## config.mk

```make
export PLATFORM = sky130hd
export DESIGN_NAME = vitals_sample_scheduler
export DESIGN_NICKNAME = d
export VERILOG_FILES = /design/src/rtl/vitals_sample_scheduler.sv
export SDC_FILE = /design/constraint.sdc
export NUM_CORES = 1
export LEC_CHECK = 0
export ABC_CLOCK_PERIOD_IN_PS = 2320
export CAP_MARGIN = 20
export CELL_PAD_IN_SITES_DETAIL_PLACEMENT = 0
export CELL_PAD_IN_SITES_GLOBAL_PLACEMENT = 1
export CORE_MARGIN = 10
export CORE_UTILIZATION = 39
export DETAILED_ROUTE_END_ITERATION = 8
export GPL_TIMING_DRIVEN = 1
export PLACE_DENSITY_LB_ADDON = 0.1
export SYNTH_ARGS = -nofsm -noshare
export SYNTH_HDL_FRONTEND = slang
export SYNTH_SLANG_ARGS = --single-unit
```

## constraint.sdc

```tcl
create_clock -name clk -period 2.32 [get_ports clk]
set_clock_uncertainty 0.1 [all_clocks]
set_input_delay 0.232 -clock clk [delete_from_list [all_inputs] [get_ports clk]]
set_output_delay 0.232 -clock clk [all_outputs]
set_load 0.05 [all_outputs]
```

## src/rtl/vitals_sample_scheduler.sv

```systemverilog
// ---------------------------------------------------------------------------
// vitals_sample_scheduler
//
// Purpose:
//    This block captures the raw heartbeat, temperature and motion readings
//    at regular intervals. The capture comes from a free-running period
//    counter, or from an on-demand force request. The block then hands the
//    three values to the monitor core as one-cycle data/valid strobes, in
//    the fixed order heartbeat, temperature, motion. Strobes are separated
//    by GAP idle cycles, and a round_done pulse closes each round. One
//    request that arrives during a round is held in a pending slot. A
//    further request during that round is dropped and sets the sticky
//    overrun flag.
//
// Parameters:
//    PERIOD  enabled cycles between periodic rounds (>= 4 + 2*GAP)
//    GAP     idle cycles between consecutive strobes (0 allowed)
//    DW      sample width
//
// Ports:
//    clk                 system clock, rising edge
//    reset               asynchronous, active-low reset
//    enable              periodic sampling enable
//    force_sample        single-cycle request for an immediate round
//    hb_raw/temp_raw/motion_raw           raw sensor values
//    heartbeat_data/temperature_data/motion_data    sampled values
//    heartbeat_valid/temperature_valid/motion_valid one-cycle strobes
//    round_done          one-cycle pulse after the motion strobe
//    busy                round in progress or request pending
//    overrun             sticky: a request was dropped
// ---------------------------------------------------------------------------
module vitals_sample_scheduler #(
   parameter int PERIOD = 100,
   parameter int GAP    = 2,
   parameter int DW     = 8
) (
   input  logic          clk,
   input  logic          reset,
   input  logic          enable,
   input  logic          force_sample,
   input  logic [DW-1:0] hb_raw,
   input  logic [DW-1:0] temp_raw,
   input  logic [DW-1:0] motion_raw,
   output logic [DW-1:0] heartbeat_data,
   output logic [DW-1:0] temperature_data,
   output logic [DW-1:0] motion_data,
   output logic          heartbeat_valid,
   output logic          temperature_valid,
   output logic          motion_valid,
   output logic          round_done,
   output logic          busy,
   output logic          overrun
);

   localparam int            CW       = $clog2(PERIOD);
   localparam logic [CW-1:0] CNT_MAX  = CW'(PERIOD - 1);
   localparam int            GW       = (GAP > 1) ? $clog2(GAP) : 1;
   localparam logic [GW-1:0] GAP_LOAD = GW'((GAP > 0) ? GAP - 1 : 0);

   typedef enum logic [2:0] {
      IDLE,
      SEND_HB,
      GAP1,
      SEND_TEMP,
      GAP2,
      SEND_MOT,
      DONE
   } state_t;

   state_t          state_reg;
   logic [CW-1:0]   period_cnt_reg;
   logic [GW-1:0]   gap_cnt_reg;
   logic            pending_reg;
   logic            overrun_reg;
   logic [DW-1:0]   temp_shadow_reg;
   logic [DW-1:0]   mot_shadow_reg;
   logic [DW-1:0]   hb_data_reg;
   logic [DW-1:0]   temp_data_reg;
   logic [DW-1:0]   mot_data_reg;
   logic            hb_valid_reg;
   logic            temp_valid_reg;
   logic            mot_valid_reg;
   logic            round_done_reg;

   logic            tick;
   logic            request;

   // A tick and a force in the same cycle are one request.
   assign tick    = enable && (period_cnt_reg == CNT_MAX);
   assign request = tick || force_sample;

   // The period counter runs only while enabled. It snaps back to 0 when
   // disabled, so re-enabling always waits a full PERIOD.
   always_ff @(posedge clk or negedge reset) begin
      if (!reset) begin
         period_cnt_reg <= '0;
      end else if (!enable) begin
         period_cnt_reg <= '0;
      end else if (period_cnt_reg == CNT_MAX) begin
         period_cnt_reg <= '0;
      end else begin
         period_cnt_reg <= period_cnt_reg + 1'b1;
      end
   end

   // Round sequencer. Each strobe is raised on the edge that enters the
   // matching SEND state, so valid and data line up with that state. The
   // heartbeat output register also acts as the heartbeat shadow, because
   // it is loaded on the capture edge itself.
   always_ff @(posedge clk or negedge reset) begin
      if (!reset) begin
         state_reg       <= IDLE;
         gap_cnt_reg     <= '0;
         pending_reg     <= 1'b0;
         overrun_reg     <= 1'b0;
         temp_shadow_reg <= '0;
         mot_shadow_reg  <= '0;
         hb_data_reg     <= '0;
         temp_data_reg   <= '0;
         mot_data_reg    <= '0;
         hb_valid_reg    <= 1'b0;
         temp_valid_reg  <= 1'b0;
         mot_valid_reg   <= 1'b0;
         round_done_reg  <= 1'b0;
      end else begin
         hb_valid_reg   <= 1'b0;
         temp_valid_reg <= 1'b0;
         mot_valid_reg  <= 1'b0;
         round_done_reg <= 1'b0;

         case (state_reg)
            IDLE: begin
               if (request || pending_reg) begin
                  hb_data_reg     <= hb_raw;
                  temp_shadow_reg <= temp_raw;
                  mot_shadow_reg  <= motion_raw;
                  hb_valid_reg    <= 1'b1;
                  state_reg       <= SEND_HB;
                  // The pending request is served now. A new request in
                  // the same cycle takes over the slot rather than being lost.
                  pending_reg     <= pending_reg && request;
               end
            end
            SEND_HB: begin
               if (GAP == 0) begin
                  temp_data_reg  <= temp_shadow_reg;
                  temp_valid_reg <= 1'b1;
                  state_reg      <= SEND_TEMP;
               end else begin
                  gap_cnt_reg <= GAP_LOAD;
                  state_reg   <= GAP1;
               end
            end
            GAP1: begin
               if (gap_cnt_reg == '0) begin
                  temp_data_reg  <= temp_shadow_reg;
                  temp_valid_reg <= 1'b1;
                  state_reg      <= SEND_TEMP;
               end else begin
                  gap_cnt_reg <= gap_cnt_reg - 1'b1;
               end
            end
            SEND_TEMP: begin
               if (GAP == 0) begin
                  mot_data_reg  <= mot_shadow_reg;
                  mot_valid_reg <= 1'b1;
                  state_reg     <= SEND_MOT;
               end else begin
                  gap_cnt_reg <= GAP_LOAD;
                  state_reg   <= GAP2;
               end
            end
            GAP2: begin
               if (gap_cnt_reg == '0) begin
                  mot_data_reg  <= mot_shadow_reg;
                  mot_valid_reg <= 1'b1;
                  state_reg     <= SEND_MOT;
               end else begin
                  gap_cnt_reg <= gap_cnt_reg - 1'b1;
               end
            end
            SEND_MOT: begin
               round_done_reg <= 1'b1;
               state_reg      <= DONE;
            end
            DONE: begin
               state_reg <= IDLE;
            end
            default: begin
               state_reg <= IDLE;
            end
         endcase

         // During a round, the first request waits in the pending slot.
         // A second request is dropped and flagged.
         if ((state_reg != IDLE) && request) begin
            if (pending_reg) begin
               overrun_reg <= 1'b1;
            end else begin
               pending_reg <= 1'b1;
            end
         end
      end
   end

   assign heartbeat_data    = hb_data_reg;
   assign temperature_data  = temp_data_reg;
   assign motion_data       = mot_data_reg;
   assign heartbeat_valid   = hb_valid_reg;
   assign temperature_valid = temp_valid_reg;
   assign motion_valid      = mot_valid_reg;
   assign round_done        = round_done_reg;
   assign busy              = (state_reg != IDLE) || pending_reg;
   assign overrun           = overrun_reg;

endmodule

```

* Yosys cells after proc, flatten, opt, wreduce, memory -nomap -nowiden
Cells that the tools add are included. W data, S select, Z words.
Word-level totals: bits in registers 57, latch bits 0, RAM bits 0, ROM bits 0, bits of input ports 28, output and inout port bits 30, logic and storage cells 60, memories 0
Cells by class: $add $sub $neg 2, $mul 0, div/mod/pow operators 0, $lt $le $gt $ge 0, equality and inequality tests 9, shifts and indexed selects 0, muxes and demuxes 18, bitwise gates (word level) 1, reduce and logical (&&, ||, !) cells 16
Operator list (count):
- $pmux W3 S6 | 1
- $mux W7 | 2
- $mux W1 | 11
- $mux W3 | 3
- $reduce_and A2 Y1 | 4
- $add A7 B1 Y7 const B | 1
- $eq A7 B7 Y1 const B | 1
- $eq A3 B2 Y1 const B | 2
- $eq A3 B3 Y1 const B | 2
- $ne A2 B2 Y1 const B | 3
- $reduce_or A2 Y1 | 2
- $eq A3 B1 Y1 const B | 1
- $logic_and A1 B1 Y1 | 3
- $logic_not A3 Y1 | 1
- $logic_or A1 B1 Y1 | 3
- $reduce_and A3 Y1 | 1
- $reduce_bool A3 Y1 | 1
- $pmux W1 S2 | 1
- $reduce_bool A2 Y1 | 1
- $not A1 Y1 | 1
- $sub A1 B1 Y1 const B | 1

* Depth between registers and ports, before layout
word-level depth 8, depth in mapped cells 6, gate-level depth less buffers 5

* Worst setup path before layout
Ideal clock, no wire load.
kind register to register, start register state_reg[1], end register pending_reg, setup time 0.121 ns, arrival 1.550 ns, required time 2.099 ns, path slack 0.549 ns, cell stages (with the launch flop) 6, path buffers 1, period minus slack after synthesis 1.771 ns, path through dfrtp_1 buf_2 nor3_2 nand2b_1 o21ai_0 nand2_1
On the way: word-level cells in the longest chain between the ends 4, elaborated cells on any way between the ends 6, those cells by class 3 x mux; 3 x reduce/logical
RTL lines:
- start, declared | line 70 | state_t state_reg;
- start signal, assigned | line 112 | state_reg <= IDLE;
- start signal, assigned | line 138 | state_reg <= SEND_HB;
- start signal, assigned | line 148 | state_reg <= SEND_TEMP;
- $logic_not A3 Y1 | line 131 | case (state_reg)
- $mux W1 | line 131
- $mux W1 | line 197 | if (pending_reg) begin
- $mux W1 * | line 196 | if ((state_reg != IDLE) && request) begin
- end signal, assigned | line 141 | pending_reg <= pending_reg && request;
- end, declared | line 73 | logic pending_reg;
Every way passes the cells marked *; elsewhere a longest branch is shown, timed or not. A chain may end at the register's enable or synchronous reset.

* Worst setup path after layout
start register state_reg[2], end register temp_data_reg[6] (netlist: temperature_data[6])
On the way: word-level cells in the longest chain between the ends 2
RTL lines:
- $eq A3 B2 Y1 | line 131
- $reduce_and A2 Y1 (no line)
- end signal, assigned | line 146 | temp_data_reg <= temp_shadow_reg;
- end signal, assigned | line 156 | temp_data_reg <= temp_shadow_reg;
- end, declared | line 78 | logic [DW-1:0] temp_data_reg;
Every way passes these cells.

==> Flow_metrics.wiki <==
{| class="wikitable"
! Metric !! Value
|-
| Max clock buf depth || 2
|-
| Proportion of synthesized chip area in sequential cells || roughly 53%
|-
| Type of the worst setup path || reg -> reg
|-
| Boundary Pins || 58
|-
| Fin. Hold Viols || 0
|-
| Avg Synthesized Cell Area || 10.43 um^2
|-
| Arrival @ worst endpoint || about 2 ns
|-
| F_max || ~520 MHz
|-
| Final worst-path cycle share || between 80% and 90%
|-
| Antenna Diode Count || 0
|-
| WL per Instance || between 15 and 20 um
|-
| Number of global-route vias before repair || 2374
|-
| Post-Synth Simple-Gate Area || approximately 21%
|-
| FF-to-FF End || temperature_data[6]
|-
| DR iter-0 viols || 88
|-
| Setup repair after global routing missed its margin || false
|-
| Width of the die || 103.2 um
|-
| Minimum clock period after layout || between 1.5 and 2 ns
|-
| Crit Reg-Reg Startpoint || state_reg[2]
|-
| Nets in the synthesized netlist || between 200 and 300
|-
| Final weighted congestion in routability-driven placement || between 0.7 and 0.8
|-
| FF+latch count, synth || 57
|-
| Unique cell type count in the Yosys netlist || 28
|-
| Max-slew violations || 0
|-
| Count of buffers inserted at the top-level ports || 57
|-
| Clock latency on the worst-skew pair || approximately 0.33 ns
|-
| Clock-pin slew of the registers on the worst-case setup and hold paths || roughly 0.060 ns
|-
| Wire length of the first global-routing pass || 11980 um
|-
| Number of antenna violations at the first check in global routing || 0
|-
| Crit path capture type || flop
|-
| Number of failing setup endpoints in the final timing report || 0
|-
| Clock buffers created by TritonCTS || 9
|-
| Pin count of the biggest net entering global routing || 35
|-
| Congestion Overflow GR || 0
|-
| Standby leakage power || between 1 and 1.5 nW
|-
| Global router's overall resource usage || between 10% and 20%
|-
| Post-cts repair resize count || 0
|-
| Proportion of layout cells with a drive suffix above 1 || ~16%
|-
| Relative slew slack || just over 60%
|-
| Flop-to-flop setup slack || roughly 0.41 ns
|-
| TritonCTS clock tree || yes
|-
| First-pass iteration count of the detailed router || 4
|-
| Worst min-delay path class || in -> async
|-
| Final routed wirelength across all metal layers || roughly 7200 um
|-
| Total of warnings raised by yosys || 0
|-
| Residual antenna-violating net count after detailed routing || 0
|-
| CTS H-Tree Depth || 3
|-
| Layout overhead on the synthesized area || 34.75%
|-
| Outcome || complete, no violations
|-
| Req. time, crit path || ~2.4 ns
|-
| Clock root buffer master || sky130_fd_sc_hd__clkbuf_8
|-
| Total half-perimeter wirelength after legalization and detailed placement || ~4900 um
|-
| Remaining routing DRC violations || 0
|-
| Die footprint || ~11000 um^2
|-
| Number of max-cap violations || 0
|-
| Fraction of synthesized cell area in xor and xnor cells || between 1.5 and 2%
|-
| Post-CTS Hold Buffers || 1
|-
| Number of setup buffers added after CTS || 0
|-
| P per Cell Area || approximately 1600 nW/um^2
|-
| Adder-Cell Fraction of Synth Area || less than 1%
|-
| Vias per inst || roughly 5.5
|-
| Via Count || approximately 2200
|-
| Dominant combinational cell family by area after synthesis || simple AND/OR/NAND/NOR gates
|-
| Startpoint kind of the worst setup timing path || flop
|-
| Transition at the pin with the smallest max-transition slack || roughly 0.6 ns
|-
| Multiplexer share of the synthesized area || under 10%
|-
| Die Y || 103.2 um
|-
| Compound-Gate Fraction of Synth Area || 12.65%
|-
| Total number of nets in the final design || 353
|-
| Gate count after technology mapping || about 260
|-
| Core Footprint || approximately 6800 um^2
|-
| Site row count || 30
|-
| Fillcell total || slightly above 600
|-
| Critical-path maximum fanout || 10
|-
| Starting density of the core || roughly two fifths
|-
| Cell area after technology mapping || approximately 2700 um^2
|-
| Total negative slack || 0 ns
|-
| Number of cell instances on the worst register-to-register path || 3
|-
| Post-route core utilization || between 50% and 60%
|-
| Worst VDD drop || between 800 and 900 uV
|-
| TritonCTS sink count || 57
|}
[cells in the mapped netlist]
library cell | number | share of area (%)
sky130_fd_sc_hd__nand3_1 | 75 | 14
sky130_fd_sc_hd__dfrtp_1 | 57 | 53
sky130_fd_sc_hd__a21oi_1 | 27 | 5.0
sky130_fd_sc_hd__o21a_1 | 24 | 6.7
sky130_fd_sc_hd__mux2_2 | 16 | 6.7
sky130_fd_sc_hd__buf_2 | 13 | 2.4
sky130_fd_sc_hd__nor2_1 | 9 | 1.3
sky130_fd_sc_hd__clkbuf_1 | 6 | 0.83
sky130_fd_sc_hd__nand2_1 | 5 | 0.70
sky130_fd_sc_hd__nor4b_2 | 3 | 1.7
sky130_fd_sc_hd__xnor2_1 | 3 | 0.97
sky130_fd_sc_hd__mux2i_1 | 2 | 0.74
sky130_fd_sc_hd__nand2b_1 | 2 | 0.46
sky130_fd_sc_hd__o21ai_0 | 2 | 0.37
sky130_fd_sc_hd__xor2_1 | 2 | 0.65
sky130_fd_sc_hd__a311oi_1 | 1 | 0.32
sky130_fd_sc_hd__and2_1 | 1 | 0.23
sky130_fd_sc_hd__and3_1 | 1 | 0.23
sky130_fd_sc_hd__and3b_1 | 1 | 0.32
sky130_fd_sc_hd__and4_1 | 1 | 0.32
sky130_fd_sc_hd__ha_1 | 1 | 0.46
sky130_fd_sc_hd__maj3_1 | 1 | 0.37
sky130_fd_sc_hd__nand4_1 | 1 | 0.23
sky130_fd_sc_hd__nor3_2 | 1 | 0.37
sky130_fd_sc_hd__nor3_4 | 1 | 0.60
sky130_fd_sc_hd__nor4b_4 | 1 | 0.88
sky130_fd_sc_hd__o21bai_1 | 1 | 0.28
sky130_fd_sc_hd__or3_1 | 1 | 0.23
[worst max-delay path by stage]
| stage | slack, ns | cells past startpoint | start | end |
|---|---|---|---|---|
| floorplan | 0.55 | 5 | state_reg[1] | pending_reg |
| global placement | 0.43 | 3 | state_reg[2] | temperature_data[7] |
| detailed placement | 0.43 | 3 | state_reg[2] | temperature_data[6] |
| CTS | 0.39 | 3 | state_reg[2] | temperature_data[6] |
| global route | 0.33 | 3 | state_reg[2] | temperature_data[1] |
| finish | 0.41 | 3 | state_reg[2] | temperature_data[6] |
[per-layer routing]
| layer | vias to the layer above | global-route usage (%) | wire length [um] |
|---|---|---|---|
| met5 | - | 0 | 0 |
| met4 | 0 | 5.134 | 91 |
| met3 | 7 | 4.651 | 395 |
| met2 | 59 | 21.55 | 3155 |
| met1 | 1096 | 18.86 | 3580 |
| li1 | 1074 | - | - |
[layout by cell type, fill, tap and decap left out, types with 2 or more instances in the layout]
master                            count
sky130_fd_sc_hd__a21oi_1             27
sky130_fd_sc_hd__buf_12               2
sky130_fd_sc_hd__buf_4               14
sky130_fd_sc_hd__clkbuf_1             3
sky130_fd_sc_hd__clkbuf_8            10
sky130_fd_sc_hd__clkdlybuf4s50_1     55
sky130_fd_sc_hd__clkinv_2             2
sky130_fd_sc_hd__dfrtp_1             57
sky130_fd_sc_hd__mux2_2              16
sky130_fd_sc_hd__mux2i_1              2
sky130_fd_sc_hd__nand2_1              5
sky130_fd_sc_hd__nand2b_1             2
sky130_fd_sc_hd__nand3_1             75
sky130_fd_sc_hd__nor2_1               8
sky130_fd_sc_hd__nor3_4               2
sky130_fd_sc_hd__nor4b_4              3
sky130_fd_sc_hd__o21a_1              24
sky130_fd_sc_hd__o21ai_0              2
sky130_fd_sc_hd__xnor2_1              3
sky130_fd_sc_hd__xor2_1               2
[kinds of logic (layout without fill, tap and decap cells)]
| family | Yosys count | count (layout) |
|---|---|---|
| compound gates | 55 | 55 |
| buf+inv | 19 | 89 |
| simple gates | 103 | 103 |
| flops | 57 | 57 |
| mux | 18 | 18 |
| xor+xnor | 5 | 5 |
| fa+ha+maj | 2 | 2 |
[cell type report]
| class | instances | area, um^2 | share of cell area (%) |
|---|---|---|---|
| flip-flops and latches | 57 | 1426 | 39.20 |
| multi-input cells | 183 | 1212 | 33.32 |
| repair buffers | 73 | 710.7 | 19.53 |
| clock buffers | 13 | 148.9 | 4.092 |
| well taps | 80 | 100.1 | 2.751 |
| clock inverters | 3 | 40.04 | 1.100 |
[power breakdown]
part	internal, W	total, W	switching, W	leakage (nW)
combinational	0.00118	0.00295	0.00177	0.694
clock	0.000523	0.000911	0.000387	0.0974
sequential	0.00144	0.00179	0.000354	0.677
[critical path, stage by stage, from the launching register on]
cell and delay [ns]:
sky130_fd_sc_hd__dfrtp_1 0.55, sky130_fd_sc_hd__nand2b_1 0.29, sky130_fd_sc_hd__nor3_4 0.43, sky130_fd_sc_hd__mux2_2 0.40
[stage by stage]
step	hold slack, ns	std cells	power, W	setup WS, ns	cell area (um^2)
after detailed placement	0.1803	392	0.004768	0.4284	3440
after global placement	0.1881	392	0.004734	0.4295	3440
after global routing	0.3859	409	0.005990	0.3309	3638
after floorplan	-0.1636	259	0.003733	0.5491	2700
after CTS	0.3600	409	0.005703	0.3921	3638
final	0.3402	409	0.005650	0.4143	3638
Note: power is estimated with default switching activity, not from simulation.
